## config.mk

```make
export PLATFORM = sky130hd
export DESIGN_NAME = pipeline_scoreboard
export DESIGN_NICKNAME = d
export VERILOG_FILES = /design/src/rtl/pipeline_scoreboard_pkg.sv /design/src/rtl/pipeline_scoreboard_hazard_match.sv /design/src/rtl/pipeline_scoreboard.sv
export SDC_FILE = /design/constraint.sdc
export NUM_CORES = 1
export LEC_CHECK = 0
export CORE_ASPECT_RATIO = 0.9
export CORE_MARGIN = 5
export CORE_UTILIZATION = 44
export DETAILED_ROUTE_END_ITERATION = 7
export PLACE_DENSITY_LB_ADDON = 0.05
export REMOVE_ABC_BUFFERS = 1
export SYNTH_ARGS = -nofsm -noshare
export SYNTH_HDL_FRONTEND = slang
export SYNTH_SLANG_ARGS = --single-unit
export TNS_END_PERCENT = 5
```

## constraint.sdc

```tcl
create_clock -name clk -period 2.2 [get_ports clk]
set_input_delay 0.55 -clock clk [delete_from_list [all_inputs] [get_ports clk]]
set_output_delay 0.55 -clock clk [all_outputs]
set_load 0.1 [all_outputs]
```

## src/rtl/pipeline_scoreboard_pkg.sv

```systemverilog
// Shared types and constants for the pipeline scoreboard.
// Slot records are sized for register ids up to ID_MAX bits.
package pipe_pkg;

    localparam int ID_MAX = 8;

    localparam logic [2:0] FWD_FROM_RF = 3'd0;
    localparam logic [2:0] SLOT_EX     = 3'd1;
    localparam logic [2:0] SLOT_MEM    = 3'd2;
    localparam logic [2:0] SLOT_WB     = 3'd3;

    typedef struct packed {
        logic              valid;
        logic [ID_MAX-1:0] dst;
        logic              wr;
        logic              is_load;
    } slot_t;

endpackage

```

## src/rtl/pipeline_scoreboard_hazard_match.sv

```systemverilog
// Finds the youngest in-flight slot that writes a given source register.
// Purely combinational; one instance per decode source operand.
module hazard_match
    import pipe_pkg::*;
#(
    parameter int ID_LENGTH = 3,
    parameter int STAGES    = 3
) (
    input  slot_t [STAGES:1]      slots_i,
    input  logic [ID_LENGTH-1:0]  src_i,
    input  logic                  used_i,
    input  logic                  valid_i,
    output logic                  hit_o,
    output logic [2:0]            idx_o,
    output logic                  load_o
);

    logic [ID_MAX-1:0] src_ext;

    assign src_ext = ID_MAX'(src_i);

    // Scan oldest to youngest so the smallest matching slot index wins.
    always_comb begin
        hit_o  = 1'b0;
        idx_o  = FWD_FROM_RF;
        load_o = 1'b0;
        for (int k = STAGES; k >= 1; k--) begin
            if (used_i && valid_i && slots_i[k].valid &&
                slots_i[k].wr && slots_i[k].dst == src_ext) begin
                hit_o  = 1'b1;
                idx_o  = 3'(k);
                load_o = slots_i[k].is_load;
            end
        end
    end

endmodule

```

## src/rtl/pipeline_scoreboard.sv

```systemverilog
// In-order pipeline scoreboard: tracks writers after decode, stalls on hazards.
// Define PIPE_FORWARD_EN to forward from EX/MEM/WB and stall only on load-use.
module pipeline_scoreboard
    import pipe_pkg::*;
#(
    parameter int ID_LENGTH  = 3,
    parameter int STAGES     = 3,
    parameter int CNT_LENGTH = 16
) (
    input  logic                  clk,
    input  logic                  rst,
    input  logic                  id_valid,
    input  logic [ID_LENGTH-1:0]  id_src1,
    input  logic [ID_LENGTH-1:0]  id_src2,
    input  logic                  id_src1_used,
    input  logic                  id_src2_used,
    input  logic [ID_LENGTH-1:0]  id_dst,
    input  logic                  id_dst_wr,
    input  logic                  id_is_load,
    input  logic                  flush,
    output logic                  stall,
    output logic                  issue,
    output logic [2:0]            fwd_sel1,
    output logic [2:0]            fwd_sel2,
    output logic [2:0]            in_flight,
    output logic [CNT_LENGTH-1:0] stall_cycles
);

    slot_t [STAGES:1]      slots_q, slots_d;
    logic [CNT_LENGTH-1:0] stall_cnt_q, stall_cnt_d;

    logic       hit1, hit2, load1, load2, haz1, haz2;
    logic [2:0] idx1, idx2;

    hazard_match #(.ID_LENGTH(ID_LENGTH), .STAGES(STAGES)) u_match1 (
        .slots_i (slots_q),
        .src_i   (id_src1),
        .used_i  (id_src1_used),
        .valid_i (id_valid),
        .hit_o   (hit1),
        .idx_o   (idx1),
        .load_o  (load1)
    );

    hazard_match #(.ID_LENGTH(ID_LENGTH), .STAGES(STAGES)) u_match2 (
        .slots_i (slots_q),
        .src_i   (id_src2),
        .used_i  (id_src2_used),
        .valid_i (id_valid),
        .hit_o   (hit2),
        .idx_o   (idx2),
        .load_o  (load2)
    );

`ifdef PIPE_FORWARD_EN
    assign haz1     = hit1 && idx1 == SLOT_EX && load1;
    assign haz2     = hit2 && idx2 == SLOT_EX && load2;
    assign fwd_sel1 = hit1 ? idx1 : FWD_FROM_RF;
    assign fwd_sel2 = hit2 ? idx2 : FWD_FROM_RF;
`else
    logic unused_match;
    assign unused_match = ^{idx1, idx2, load1, load2};
    assign haz1     = hit1;
    assign haz2     = hit2;
    assign fwd_sel1 = FWD_FROM_RF;
    assign fwd_sel2 = FWD_FROM_RF;
`endif

    // Flush beats a hazard; reset blocks any instruction from entering EX.
    assign stall = id_valid && !flush && (haz1 || haz2);
    assign issue = id_valid && !stall && !flush && !rst;

    assign stall_cycles = stall_cnt_q;

    // Advance the slot pipeline; a bubble enters EX unless decode issues.
    always_comb begin
        slots_d = '0;
        if (issue) begin
            slots_d[1].valid   = 1'b1;
            slots_d[1].dst     = ID_MAX'(id_dst);
            slots_d[1].wr      = id_dst_wr;
            slots_d[1].is_load = id_is_load;
        end
        for (int k = 2; k <= STAGES; k++) begin
            slots_d[k] = slots_q[k-1];
        end
    end

    // Saturating stall-cycle counter.
    always_comb begin
        stall_cnt_d = stall_cnt_q;
        if (stall && stall_cnt_q != '1) begin
            stall_cnt_d = stall_cnt_q + CNT_LENGTH'(1);
        end
    end

    // Count occupied slots.
    always_comb begin
        in_flight = 3'd0;
        for (int k = 1; k <= STAGES; k++) begin
            in_flight = in_flight + 3'(slots_q[k].valid);
        end
    end

    // State registers with synchronous reset.
    always_ff @(posedge clk) begin
        if (rst) begin
            slots_q     <= '0;
            stall_cnt_q <= '0;
        end else begin
            slots_q     <= slots_d;
            stall_cnt_q <= stall_cnt_d;
        end
    end

endmodule

```

==> summary.md <==
| Metric | Value |
|---|---|
| Outcome | complete, but fails checks |
| Violated checks | setup timing |
| Final Setup Violations | 2 |
| Clock sinks | 31 |
| Reg-to-reg endpoint | stall_cycles[13] |
| I/O pin count | 44 |
| Max Used Layer | met4 |
| Seq cells post-synth | 31 |
| Routed WL per cell | about 15 microns |
| Layout cell share with drive strength beyond 1 | between 30% and 40% |
| Tmin final | 2.56 ns |
| Vias in the first global route | approximately 1.5k |
| Clk_lat worst skew | around 0.29 ns |
| Vias | about 1.5k |
| Final WL | 4290 microns |
| Remaining DRCs | 0 |
| Die Y | 69.7 microns |
| Fill cell count | between 300 and 400 |
| Hold slack final | approximately 0.48 ns |
| Level count of the clock H-tree | 2 |
| Max Root-Sink Buffers | 2 |
| Initial core utilization | 46.1% |
| R2R setup slack | 0.05 ns |
| CP startpoint kind | input pin |
| Final Hold Fails | 0 |
| Period utilization | 116% |
| Routability congestion estimate from global placement | 0.979 |
| Hold Crit Class | reg -> reg |
| Dominant cells by area after synthesis | dfxtp_1 (36%), xor2_1 (9.0%), nor2b_1 (6.1%) |
| Critical R2R Launch | slots_q[24] |
| Die W | 76.4 microns |
| Total CTS buffers | 5 |
| Area leader, netlist | dfxtp_1 |
| Crit Path Class | in -> out |
| Die ar. | 5320 sq um |
| Max Clock Skew | 0.00973 ns |
| # port buffers | 35 |
| WHS Path Cells | 1 |
| RSZ-0062 raised after global routing | yes |
| Worst-path clk slew | 0.07 ns |
| Met2 wire len | 1920 microns |
| Peak supply drop | 458 uV |
| Met1 WL | between 2000 and 2500 microns |
| Leak | 0.983 nW |
| CTS tree | built |
| Worst Path Arrival | 2.01 ns |
| WL met3 | 258 microns |
| Critical Path End Type | primary output |
| TritonRoute pass-1 iters | 4 |
| Synthesized instance count | 189 |
| Post-synthesis sequential area ratio | 35.6% |
| Core outline area | 3780 sq um |
| Nets | around 260 |
| Unique masters post-synth | 43 |
| N_diodes | 0 |
| Hold path endpoint | slots_q[23] |
| Inst Count DP | 279 |
| GR Overflow Total | 0 |
| Ys Warns | 0 |
| CP required | 1.65 ns |
| Area delta synth->final | 37.8% |
| Max Cap Viol | 0 |
| CP max FO | 5 |
| First-pass GRT wire length | 7130 microns |
| Post-route ant nets | 0 |
| Cell Rows | 21 |
| Fmax | 391 MHz |
| CTS hold repair buffers | 0 |
| DP HPWL | 3190 microns |
| Worst reg-to-reg path cell count | 8 |
| Root Driver | clkbuf_8 |
| Max-slew violations | 0 |
| Initial antenna violation count | 0 |
| Mean post-synth cell area | 9.23 sq um |
| Yosys top cell area share | 35.6% |
| Mapped cell area | 1740 sq um |
| Hold_sp | slots_d[23] |
| Setup_tns | -0.691 ns |
| Register Area | ~630 sq um |
| Total GRT Usage | between 10% and 20% |
| Via density | 5.29 |
| Final instance count without filler cells | between 200 and 300 |
| Initial drt markers | 53 |
| Largest net degree at the start of global routing | 36 |
| Multi-input logic area | 1100 sq um |
| PnR worst setup slack | -0.355 ns |
| Pwr dens | 552 nW/um^2 |
==> cells in the final DEF (no fill, tap or decap), types with 2 or more instances in the layout <==
| master | netlist | routed |
|---|---|---|
| a21oi_1 | 7 | 7 |
| and2_1 | 4 | 4 |
| and3_1 | 2 | 2 |
| buf_12 | 0 | 5 |
| buf_2 | 0 | 3 |
| buf_4 | 7 | 34 |
| buf_6 | 2 | 6 |
| clkbuf_8 | 1 | 5 |
| clkdlybuf4s50_1 | 0 | 6 |
| conb_1 | 1 | 7 |
| dfxtp_1 | 31 | 24 |
| dfxtp_2 | 0 | 6 |
| mux2_2 | 4 | 4 |
| mux2_4 | 3 | 3 |
| nand2_1 | 12 | 12 |
| nand2b_1 | 2 | 2 |
| nand3_1 | 4 | 4 |
| nand4_1 | 8 | 8 |
| nor2_1 | 10 | 10 |
| nor2b_1 | 17 | 17 |
| nor3_1 | 5 | 4 |
| nor3_2 | 3 | 4 |
| nor4_1 | 9 | 6 |
| nor4_2 | 0 | 2 |
| nor4_4 | 1 | 2 |
| o211ai_1 | 2 | 2 |
| o21ai_0 | 6 | 6 |
| o31ai_1 | 2 | 2 |
| or3_1 | 5 | 5 |
| or4_4 | 1 | 2 |
| xor2_1 | 18 | 12 |
| xor2_2 | 0 | 6 |
==> cell families after synthesis <==
group | Yosys count | synth area share (%)
simple gates | 90 | 31.5
flops | 31 | 35.6
compound gates | 22 | 9.11
xor+xnor | 18 | 9.04
buf+inv | 18 | 7.53
mux | 7 | 5.16
fa+ha+maj | 2 | 1.87
other cells | 1 | 0.215
==> worst max-delay path by stage <==
stage                            from  endpoint  cells past startpoint
final                      id_src1[0]     issue                      7
after global routing       id_src1[0]     issue                      7
after floorplan            id_src2[0]     issue                      4
after CTS                 slots_q[25]     issue                      6
after global placement     id_src2[1]     issue                      7
after detailed placement   id_src2[1]     issue                      7
==> stage by stage <==
| stage | instance area, sq um | power, mW | utilization [%] | worst slack [ns] |
|---|---|---|---|---|
| finish | 2400 | 1.33 | 63.5 | -0.355 |
| global placement | 2210 | 0.765 | 58.3 | -0.860 |
| detailed placement | 2210 | 0.767 | 58.3 | -0.865 |
| global route | 2400 | 1.37 | 63.5 | -0.449 |
| CTS | 2380 | 1.34 | 62.8 | -0.327 |
| floorplan | 1640 | 0.686 | - | -0.838 |
==> report_power, final <==
part	switching, mW	total, mW	leakage (nW)	internal, mW
Sequential	0.00644	0.572	0.254	0.566
Combinational	0.124	0.188	0.671	0.0641
Clock	0.230	0.567	0.0581	0.337
==> cells in the mapped netlist <==
library cell / number
and3_1: 2
xor2_1: 18
buf_4: 7
nor4_1: 9
nand2b_1: 2
o31a_2: 1
or4_4: 1
o21ai_0: 6
nand4_1: 8
ha_1: 1
clkbuf_1: 4
o31ai_1: 2
mux2_2: 4
mux2_4: 3
nor2_1: 10
or3b_1: 1
clkbuf_8: 1
or4_1: 2
inv_1: 2
clkbuf_2: 1
nor3_2: 3
conb_1: 1
and2_1: 4
nand3_1: 4
o21ba_2: 1
nor2_8: 1
fa_1: 1
o211ai_1: 2
nor2b_1: 17
dfxtp_1: 31
o211a_4: 1
or3_1: 5
a311o_1: 1
nor4_4: 1
or2_2: 1
buf_8: 1
a21oi_1: 7
nand3b_1: 1
o21ai_4: 1
nor3b_1: 1
nand2_1: 12
buf_6: 2
nor3_1: 5
==> worst max-delay path, cell delays in order <==
cell	delay, ns
buf_4	0.13
xor2_1	0.16
nor4_1	0.08
or4_4	0.57
nor4_4	0.17
buf_4	0.18
buf_12	0.17
==> sequential cells by signal, indices dropped and copies added (netlist names) <==
| signal | cells |
|---|---|
| stall_cycles | 16 |
| slots_d | 10 |
| slots_q | 5 |
==> final cells by class <==
cell class | count | share of cell area, %
clock buffer | 5 | 2.86
timing repair buffer | 54 | 20.7
sequential | 31 | 26.3
tap | 46 | 2.39
clock inverter | 3 | 1.82
inverter | 2 | 0.312
multi-input combinational | 146 | 45.6
==> routing by layer <==
layer	vias to the layer above	global-route usage (%)
met1	714	22.8
met4	0	6.60
met2	49	24.0
li1	747	-
met5	-	0
met3	7	4.55
==> timing repair <==
item                       CTS  global route
gates resized for setup     62             7
pin swaps                   16             2
setup endpoints to repair   23            11
setup buffers                0             0
(Power assumes the default switching activity.)
